`config.mk`:
```
export PLATFORM = sky130hd
export DESIGN_NAME = reprog_loader_flat
export DESIGN_NICKNAME = d
export VERILOG_FILES = /design/src/rtl/reprog_loader_pkg.sv /design/src/rtl/reprog_loader_if.sv /design/src/rtl/prog_frame_fsm.sv /design/src/rtl/reprog_loader.sv /design/src/flat_wrapper.sv
export SDC_FILE = /design/constraint.sdc
export NUM_CORES = 1
export LEC_CHECK = 0
export CELL_PAD_IN_SITES_DETAIL_PLACEMENT = 0
export CELL_PAD_IN_SITES_GLOBAL_PLACEMENT = 1
export CORE_ASPECT_RATIO = 2
export CORE_MARGIN = 1.5
export CORE_UTILIZATION = 35
export CTS_CLUSTER_SIZE = 30
export DETAILED_ROUTE_END_ITERATION = 7
export HOLD_SLACK_MARGIN = 0.06
export PLACE_DENSITY = 0.81
export SETUP_SLACK_MARGIN = 0.05
export SLEW_MARGIN = 20
export SYNTH_ARGS = -nofsm -noshare
export SYNTH_HDL_FRONTEND = slang
export SYNTH_HIERARCHICAL = 1
export SYNTH_SLANG_ARGS = --single-unit
```
`constraint.sdc`:
```
create_clock -name clk -period 2.3 [get_ports clk]
set_clock_uncertainty 0.2 [all_clocks]
set_input_delay 0.345 -clock clk [delete_from_list [all_inputs] [get_ports clk]]
set_output_delay 0.345 -clock clk [all_outputs]
set_load 0.01 [all_outputs]
```
`src/rtl/reprog_loader_pkg.sv`:
```
// Shared definitions for the memory reprogramming engine: frame magic,
// FSM state encoding and the byte-lane helper.
package reprog_loader_pkg;

  localparam logic [7:0] PROG_MAGIC = 8'h5A;

  // Byte lanes for the default 32-bit configuration; use byteLanes() when
  // the word width is a parameter.
  localparam int PROG_DEFAULT_DATA_WIDTH = 32;
  localparam int PROG_BYTE_LANES = PROG_DEFAULT_DATA_WIDTH / 8;

  typedef enum logic [2:0] {
    ST_IDLE,
    ST_ADDR0,
    ST_ADDR1,
    ST_CNT0,
    ST_CNT1,
    ST_DATA,
    ST_CSUM
  } progState_e;

  function automatic int byteLanes(input int dataWidth);
    return dataWidth / 8;
  endfunction

endpackage

```
`src/rtl/reprog_loader_if.sv`:
```
// Byte-stream input, CPU-side port, RAM-side port and status flags of the
// reprogramming engine. The slave view belongs to the engine itself.
interface reprog_loader_if #(
  parameter int ADDR_WIDTH = 12,
  parameter int DATA_WIDTH = 32
);

  logic [7:0]              progData;
  logic                    progValid;
  logic                    progEn;
  logic [ADDR_WIDTH-1:0]   addrIn;
  logic [DATA_WIDTH-1:0]   dataIn;
  logic [DATA_WIDTH/8-1:0] weIn;
  logic                    enIn;
  logic [ADDR_WIDTH-1:0]   addrOut;
  logic [DATA_WIDTH-1:0]   dataOut;
  logic [DATA_WIDTH/8-1:0] weOut;
  logic                    enOut;
  logic                    busy;
  logic                    done;
  logic                    err;

  modport master (
    output progData, progValid, progEn, addrIn, dataIn, weIn, enIn,
    input  addrOut, dataOut, weOut, enOut, busy, done, err
  );

  modport slave (
    input  progData, progValid, progEn, addrIn, dataIn, weIn, enIn,
    output addrOut, dataOut, weOut, enOut, busy, done, err
  );

endinterface

```
`src/rtl/prog_frame_fsm.sv`:
```
// Frame parser: walks the header, counts payload words, tracks the running
// checksum and the inter-byte timeout, and flags payload bytes and word ends.
module prog_frame_fsm
  import reprog_loader_pkg::*;
#(
  parameter int ADDR_WIDTH = 12,
  parameter int LANES      = 4,
  parameter int TIMEOUT    = 1000000
) (
  input  logic                  clk,
  input  logic                  rst,
  input  logic                  progEn_i,
  input  logic                  valid_i,
  input  logic [7:0]            byte_i,
  output progState_e            state_o,
  output logic                  dataByte_o,
  output logic                  wordDone_o,
  output logic [ADDR_WIDTH-1:0] addr_o,
  output logic                  done_o,
  output logic                  err_o
);

  localparam int LW = (LANES > 1) ? $clog2(LANES) : 1;
  localparam int TW = $clog2(TIMEOUT + 1);

  progState_e            state_q;
  logic [ADDR_WIDTH-1:0] addr_q;
  logic [15:0]           cnt_q;
  logic [7:0]            hdrLo_q;
  logic [7:0]            sum_q;
  logic [LW-1:0]         lane_q;
  logic [TW-1:0]         idle_q;
  logic                  done_q;
  logic                  err_q;

  logic [15:0]           hdrWord;
  logic [7:0]            sum_d;
  logic                  lastLane;

  assign hdrWord    = {byte_i, hdrLo_q};
  assign sum_d      = sum_q + byte_i;
  assign lastLane   = (lane_q == LW'(LANES - 1));
  assign dataByte_o = progEn_i && valid_i && (state_q == ST_DATA);
  assign wordDone_o = dataByte_o && lastLane;
  assign state_o    = state_q;
  assign addr_o     = addr_q;
  assign done_o     = done_q;
  assign err_o      = err_q;

  // Frame state machine; an arriving byte always beats a timeout expiring in the same cycle
  always_ff @(posedge clk) begin
    if (rst) begin
      state_q <= ST_IDLE;
      addr_q  <= '0;
      cnt_q   <= '0;
      hdrLo_q <= '0;
      sum_q   <= '0;
      lane_q  <= '0;
      idle_q  <= '0;
      done_q  <= 1'b0;
      err_q   <= 1'b0;
    end else if (!progEn_i) begin
      state_q <= ST_IDLE;
      idle_q  <= '0;
      lane_q  <= '0;
    end else if (state_q == ST_IDLE) begin
      idle_q <= '0;
      if (valid_i && (byte_i == PROG_MAGIC)) begin
        state_q <= ST_ADDR0;
        sum_q   <= '0;
        lane_q  <= '0;
        done_q  <= 1'b0;
        err_q   <= 1'b0;
      end
    end else if (valid_i) begin
      idle_q <= '0;
      sum_q  <= sum_d;
      case (state_q)
        ST_ADDR0: begin
          hdrLo_q <= byte_i;
          state_q <= ST_ADDR1;
        end
        ST_ADDR1: begin
          addr_q  <= ADDR_WIDTH'(hdrWord);
          state_q <= ST_CNT0;
        end
        ST_CNT0: begin
          hdrLo_q <= byte_i;
          state_q <= ST_CNT1;
        end
        ST_CNT1: begin
          cnt_q   <= hdrWord;
          lane_q  <= '0;
          state_q <= (hdrWord == 16'd0) ? ST_CSUM : ST_DATA;
        end
        ST_DATA: begin
          if (lastLane) begin
            lane_q <= '0;
            addr_q <= addr_q + ADDR_WIDTH'(1);
            cnt_q  <= cnt_q - 16'd1;
            if (cnt_q == 16'd1) begin
              state_q <= ST_CSUM;
            end
          end else begin
            lane_q <= lane_q + LW'(1);
          end
        end
        ST_CSUM: begin
          if (sum_d == 8'h00) begin
            done_q <= 1'b1;
          end else begin
            err_q <= 1'b1;
          end
          state_q <= ST_IDLE;
        end
        default: state_q <= ST_IDLE;
      endcase
    end else if (idle_q == TW'(TIMEOUT - 1)) begin
      err_q   <= 1'b1;
      state_q <= ST_IDLE;
      idle_q  <= '0;
      lane_q  <= '0;
    end else begin
      idle_q <= idle_q + TW'(1);
    end
  end

endmodule

```
`src/rtl/reprog_loader.sv`:
```
// Memory reprogramming engine: assembles little-endian words from framed
// byte packets and writes them to the RAM port, or passes the CPU port
// straight through when programming mode is off.
module reprog_loader
  import reprog_loader_pkg::*;
#(
  parameter int ADDR_WIDTH = 12,
  parameter int DATA_WIDTH = 32,
  parameter int TIMEOUT    = 1000000
) (
  input logic           clk,
  input logic           rst,
  reprog_loader_if.slave bus
);

  localparam int LANES = byteLanes(DATA_WIDTH);

  progState_e            fsmState;
  logic                  dataByte;
  logic                  wordDone;
  logic [ADDR_WIDTH-1:0] fsmAddr;
  logic                  fsmDone;
  logic                  fsmErr;

  logic [DATA_WIDTH-1:0] word_q;
  logic [DATA_WIDTH-1:0] word_d;
  logic                  wrPulse_q;
  logic [ADDR_WIDTH-1:0] wrAddr_q;
  logic [DATA_WIDTH-1:0] wrData_q;

  prog_frame_fsm #(
    .ADDR_WIDTH(ADDR_WIDTH),
    .LANES     (LANES),
    .TIMEOUT   (TIMEOUT)
  ) uFsm (
    .clk       (clk),
    .rst       (rst),
    .progEn_i  (bus.progEn),
    .valid_i   (bus.progValid),
    .byte_i    (bus.progData),
    .state_o   (fsmState),
    .dataByte_o(dataByte),
    .wordDone_o(wordDone),
    .addr_o    (fsmAddr),
    .done_o    (fsmDone),
    .err_o     (fsmErr)
  );

  // New bytes enter at the top so the first byte of a word ends up in the low lane
  assign word_d = (word_q >> 8) | (DATA_WIDTH'(bus.progData) << (DATA_WIDTH - 8));

  // Word assembler and one-cycle registered write pulse
  always_ff @(posedge clk) begin
    if (rst) begin
      word_q    <= '0;
      wrPulse_q <= 1'b0;
      wrAddr_q  <= '0;
      wrData_q  <= '0;
    end else begin
      wrPulse_q <= wordDone;
      if (dataByte) begin
        word_q <= word_d;
      end
      if (wordDone) begin
        wrAddr_q <= fsmAddr;
        wrData_q <= word_d;
      end
    end
  end

  // RAM port mux: engine writes in programming mode, CPU pass-through otherwise
  always_comb begin
    bus.addrOut = bus.addrIn;
    bus.dataOut = bus.dataIn;
    bus.weOut   = bus.weIn;
    bus.enOut   = bus.enIn;
    if (bus.progEn) begin
      bus.addrOut = wrAddr_q;
      bus.dataOut = wrData_q;
      bus.weOut   = {LANES{wrPulse_q}};
      bus.enOut   = wrPulse_q;
    end
  end

  assign bus.busy = bus.progEn && (fsmState != ST_IDLE);
  assign bus.done = fsmDone;
  assign bus.err  = fsmErr;

endmodule

```
`src/flat_wrapper.sv`:
```
// flat-port wrapper written by rule: the top's interface ports become plain ports
module reprog_loader_flat import reprog_loader_pkg::*;
#(
  parameter int ADDR_WIDTH = 12,
  parameter int DATA_WIDTH = 32,
  parameter int TIMEOUT    = 1000000
)
  (clk, rst, bus_progData, bus_progValid, bus_progEn, bus_addrIn, bus_dataIn, bus_weIn, bus_enIn, bus_addrOut, bus_dataOut, bus_weOut, bus_enOut, bus_busy, bus_done, bus_err);
  reprog_loader_if #(.ADDR_WIDTH(ADDR_WIDTH), .DATA_WIDTH(DATA_WIDTH)) bus_i ();
  input logic clk;
  input logic rst;
  input wire logic [$bits(bus_i.progData)-1:0] bus_progData;
  input wire logic [$bits(bus_i.progValid)-1:0] bus_progValid;
  input wire logic [$bits(bus_i.progEn)-1:0] bus_progEn;
  input wire logic [$bits(bus_i.addrIn)-1:0] bus_addrIn;
  input wire logic [$bits(bus_i.dataIn)-1:0] bus_dataIn;
  input wire logic [$bits(bus_i.weIn)-1:0] bus_weIn;
  input wire logic [$bits(bus_i.enIn)-1:0] bus_enIn;
  output wire logic [$bits(bus_i.addrOut)-1:0] bus_addrOut;
  output wire logic [$bits(bus_i.dataOut)-1:0] bus_dataOut;
  output wire logic [$bits(bus_i.weOut)-1:0] bus_weOut;
  output wire logic [$bits(bus_i.enOut)-1:0] bus_enOut;
  output wire logic [$bits(bus_i.busy)-1:0] bus_busy;
  output wire logic [$bits(bus_i.done)-1:0] bus_done;
  output wire logic [$bits(bus_i.err)-1:0] bus_err;
  assign bus_i.progData = bus_progData;
  assign bus_i.progValid = bus_progValid;
  assign bus_i.progEn = bus_progEn;
  assign bus_i.addrIn = bus_addrIn;
  assign bus_i.dataIn = bus_dataIn;
  assign bus_i.weIn = bus_weIn;
  assign bus_i.enIn = bus_enIn;
  assign bus_addrOut = bus_i.addrOut;
  assign bus_dataOut = bus_i.dataOut;
  assign bus_weOut = bus_i.weOut;
  assign bus_enOut = bus_i.enOut;
  assign bus_busy = bus_i.busy;
  assign bus_done = bus_i.done;
  assign bus_err = bus_i.err;
  reprog_loader #(.ADDR_WIDTH(ADDR_WIDTH), .DATA_WIDTH(DATA_WIDTH), .TIMEOUT(TIMEOUT)) u_core (.clk(clk), .rst(rst), .bus(bus_i));
endmodule
```
==> impl_metrics.yaml <==
sta:
  timing.final.crit_share_pct: 99.7
  finalSetupTns_ns: 0
  finalSetupViolCount: 0
  postLayoutSetupSlackWorst_ns: 0.00586
  relSlewSlack_pct: 70.0
  drv_slew: 0
  tightest_slew_ns: 0.450
  fmax_mhz: 436
  rsz0062_at_grt: "true"
  period_minus_slack_ns: 2.29
  hold_viol_final: 0
final_layout:
  n_fill_cell: 1934
  seq_area_sq_um: 2810
  multi_input_area_sq_um: 4350
  area.growth.synth_to_final_pct: 35.3
  fin_nets: 1059
  drive_above_1_share_pct: 20.0
  diodes: 0
  final_core_util_pct: 48.5
logic_synthesis:
  synth_area_sq_um: 7360
  synth_area_leaders: "dfxtp_1, mux2i_1, mux2_4"
  yosysSeqAreaShare_pct: 38.1
  yosysTopAreaCellShare_pct: 38.1
  ys_types: 71
  synth.yosys.warnings: 6
  synth.most_common_cell: "dfxtp_1"
  async_reset_ff_share_pct: 0
  avgSynthCellArea_sq_um: 8.98
  synth_cells: 820
  synth_edf_count: 0
  synth_seq_cells: 140
  synthesis.nets: 894
  yosys-top-cells-count: "dfxtp_1, nor2_1, nand2_1"
  synth_top_area_cell: "dfxtp_1"
  synthFlopType: "dfxtp_1"
clock_tree:
  htreeDepth: 4
  tritoncts: "yes"
  path_clk_slew_ns: 0.06
  cts-buffers-inserted: 17
  cts_sinks: 140
  cts_root_buf: "clkbuf_16"
  clk_latency_ns: 0.43
  cts_buffer_depth: 2
critical_path:
  cp-end-kind: "register"
  crit_end: "u_core/uFsm/done_o"
  reg2reg_slack_ns: 0.02
  cp-start-kind: "input pin"
  crit_start: "bus_progData[0]"
  crit_type: "input pin to register"
  cp_max_fo: 3
  timing.rr.end: "u_core/uFsm/err_o"
  arrival_ns: 2.41
  r2r_cells: 9
  reg2reg_from: "u_core/uFsm/sum_q[0]"
  cp.required_ns: 2.42
outcome:
  status: "finished clean"
floorplan:
  die_w_um: 106
  pin_count: 113
  core_area_sq_um: 20600
  start_util_pct: 35.8
  dieArea_sq_um: 22000
  rows: 74
  die_h_um: 208
routing:
  antenna_left: 0
  wirelength_um: 20400
  wl_per_cell_um: 16.2
  vias_per_cell: 5.25
  route.detailed.drc: 0
  drtIter0Drc: 323
  dr.pass1.iters: 7
  num_vias: 6641
placed_design:
  hpwlAfterDp_um: 14800
  gp_congestion: 0.888
  dp_slack_ns: -0.817
  portBuffers: 112
global_route:
  grt_use_met3_pct: 3.79
  antenna_found_initial: 0
  grt_usage_pct: 18.9
  grt_pass1_vias: 6608
  grt_max_degree: 75
  grt_pass1_wl_um: 33200
  grt_overflow_total: 0
  busiest_layer: "met2"
  use_met1_pct: 19.5
  grtUsageMet2_pct: 35.3
power_and_ir_drop:
  powerDensity_nw_per_um2: 560
  peakVddDrop_mv: 0.395
  power_leakage_nw: 3.65
flow_run:
  cap_violations: 0
hold_path:
  hold_class: "input pin to register"
  worstHoldStart: "bus_progEn"
[sequential cells by signal, indices dropped and copies added, names as in the netlist]
register / flops
u_core/uFsm/state_o: 3
u_core/uFsm/idle_q: 20
u_core/wrData_q: 32
u_core/uFsm/cnt_q: 16
u_core/uFsm/err_o: 1
u_core/uFsm/done_o: 1
u_core/uFsm/lane_q: 2
u_core/wrPulse_q: 1
u_core/word_q: 24
u_core/wrAddr_q: 12
u_core/uFsm/hdrLo_q: 8
u_core/uFsm/addr_o: 12
u_core/uFsm/sum_q: 8
[area by class of cell]
cell class / instances / area share [%]
clock inverter: 14 / 1.38
multi-input combinational: 617 / 43.6
inverter: 14 / 0.527
sequential: 140 / 28.2
clock buffer: 18 / 4.31
tap: 266 / 3.34
timing repair buffer: 195 / 18.6
[metrics by stage]
step	hold slack, ns	cell area (sq um)	std cells	power [mW]
after floorplan	0.230	7400	820	2.70
after global placement	0.244	9230	1229	2.96
after detailed placement	0.252	9230	1229	2.97
after CTS	0.191	9920	1264	5.63
after global routing	0.269	9960	1264	5.78
final	0.222	9960	1264	5.58
[logic make-up (layout without fill, tap and decap cells)]
| kind of cell | Yosys count | in the layout | share of synthesized area [%] |
|---|---|---|---|
| AOI/OAI and AO/OA | 144 | 144 | 12.6 |
| xor gates and xnor gates | 20 | 20 | 2.38 |
| adders and majority gates | 13 | 13 | 2.31 |
| buffers and inverters | 63 | 241 | 5.44 |
| DFF | 140 | 140 | 38.1 |
| muxes | 113 | 113 | 18.3 |
| and+or+nand+nor | 327 | 327 | 20.9 |
[layer usage]
layer | up-vias | wire [um]
li1 | 3255 | -
met1 | 3147 | 7710
met2 | 183 | 11000
met3 | 56 | 801
met4 | 0 | 901
met5 | - | 0
[power by group]
part / internal (mW) / switching, mW
sequential: 2.42 / 0.000134
combinational: 0.294 / 0.207
clock: 1.51 / 1.14
[critical path, stage by stage]
cell           delay [ns]
dlygate4sd2_1        0.41
ha_4                 0.22
fa_2                 0.22
a211oi_2             0.08
buf_4                0.15
or4_4                0.49
o2111ai_4            0.11
buf_4                0.15
nor4_2               0.04
a32o_1               0.20
[worst min-delay path by stage]
stage | endpoint | slack (ns) | cells after the start
detailed placement | u_core/uFsm/idle_q[0] | 0.25 | 1
floorplan | u_core/uFsm/idle_q[0] | 0.23 | 1
global route | u_core/uFsm/state_o[2] | 0.27 | 3
finish | u_core/uFsm/state_o[2] | 0.22 | 3
global placement | u_core/uFsm/idle_q[0] | 0.24 | 1
CTS | u_core/uFsm/state_o[2] | 0.19 | 3
[timing repair]
action,4_1_cts,5_1_grt
setup endpoints to repair,29,37
hold endpoints to repair,5,0
resized for setup,25,9
buffers inserted,2,0
hold buffers,1,0
pin swaps,10,2
[cells in the final DEF (no fill, tap or decap), types with 4 or more instances in the layout]
cell,instances
dfxtp_1,134
nor2_1,132
clkdlybuf4s50_1,105
buf_4,73
nand2_1,73
mux2i_1,69
a21oi_1,48
mux2_4,43
o21ai_0,29
nand3_1,25
clkbuf_16,17
nor3_1,17
inv_1,14
nand4_1,12
xnor2_1,11
buf_12,9
xor2_1,9
a211oi_1,9
nor4_1,8
or3_1,7
ha_1,7
dfxtp_2,6
dlygate4sd2_1,5
and3_1,5
and2_1,5
a21o_1,5
clkinvlp_4,4
inv_6,4
nand2b_1,4
or4_1,4
o22ai_1,4
a22oi_1,4
ha_4,4
Power figures use the tool's default switching activity.
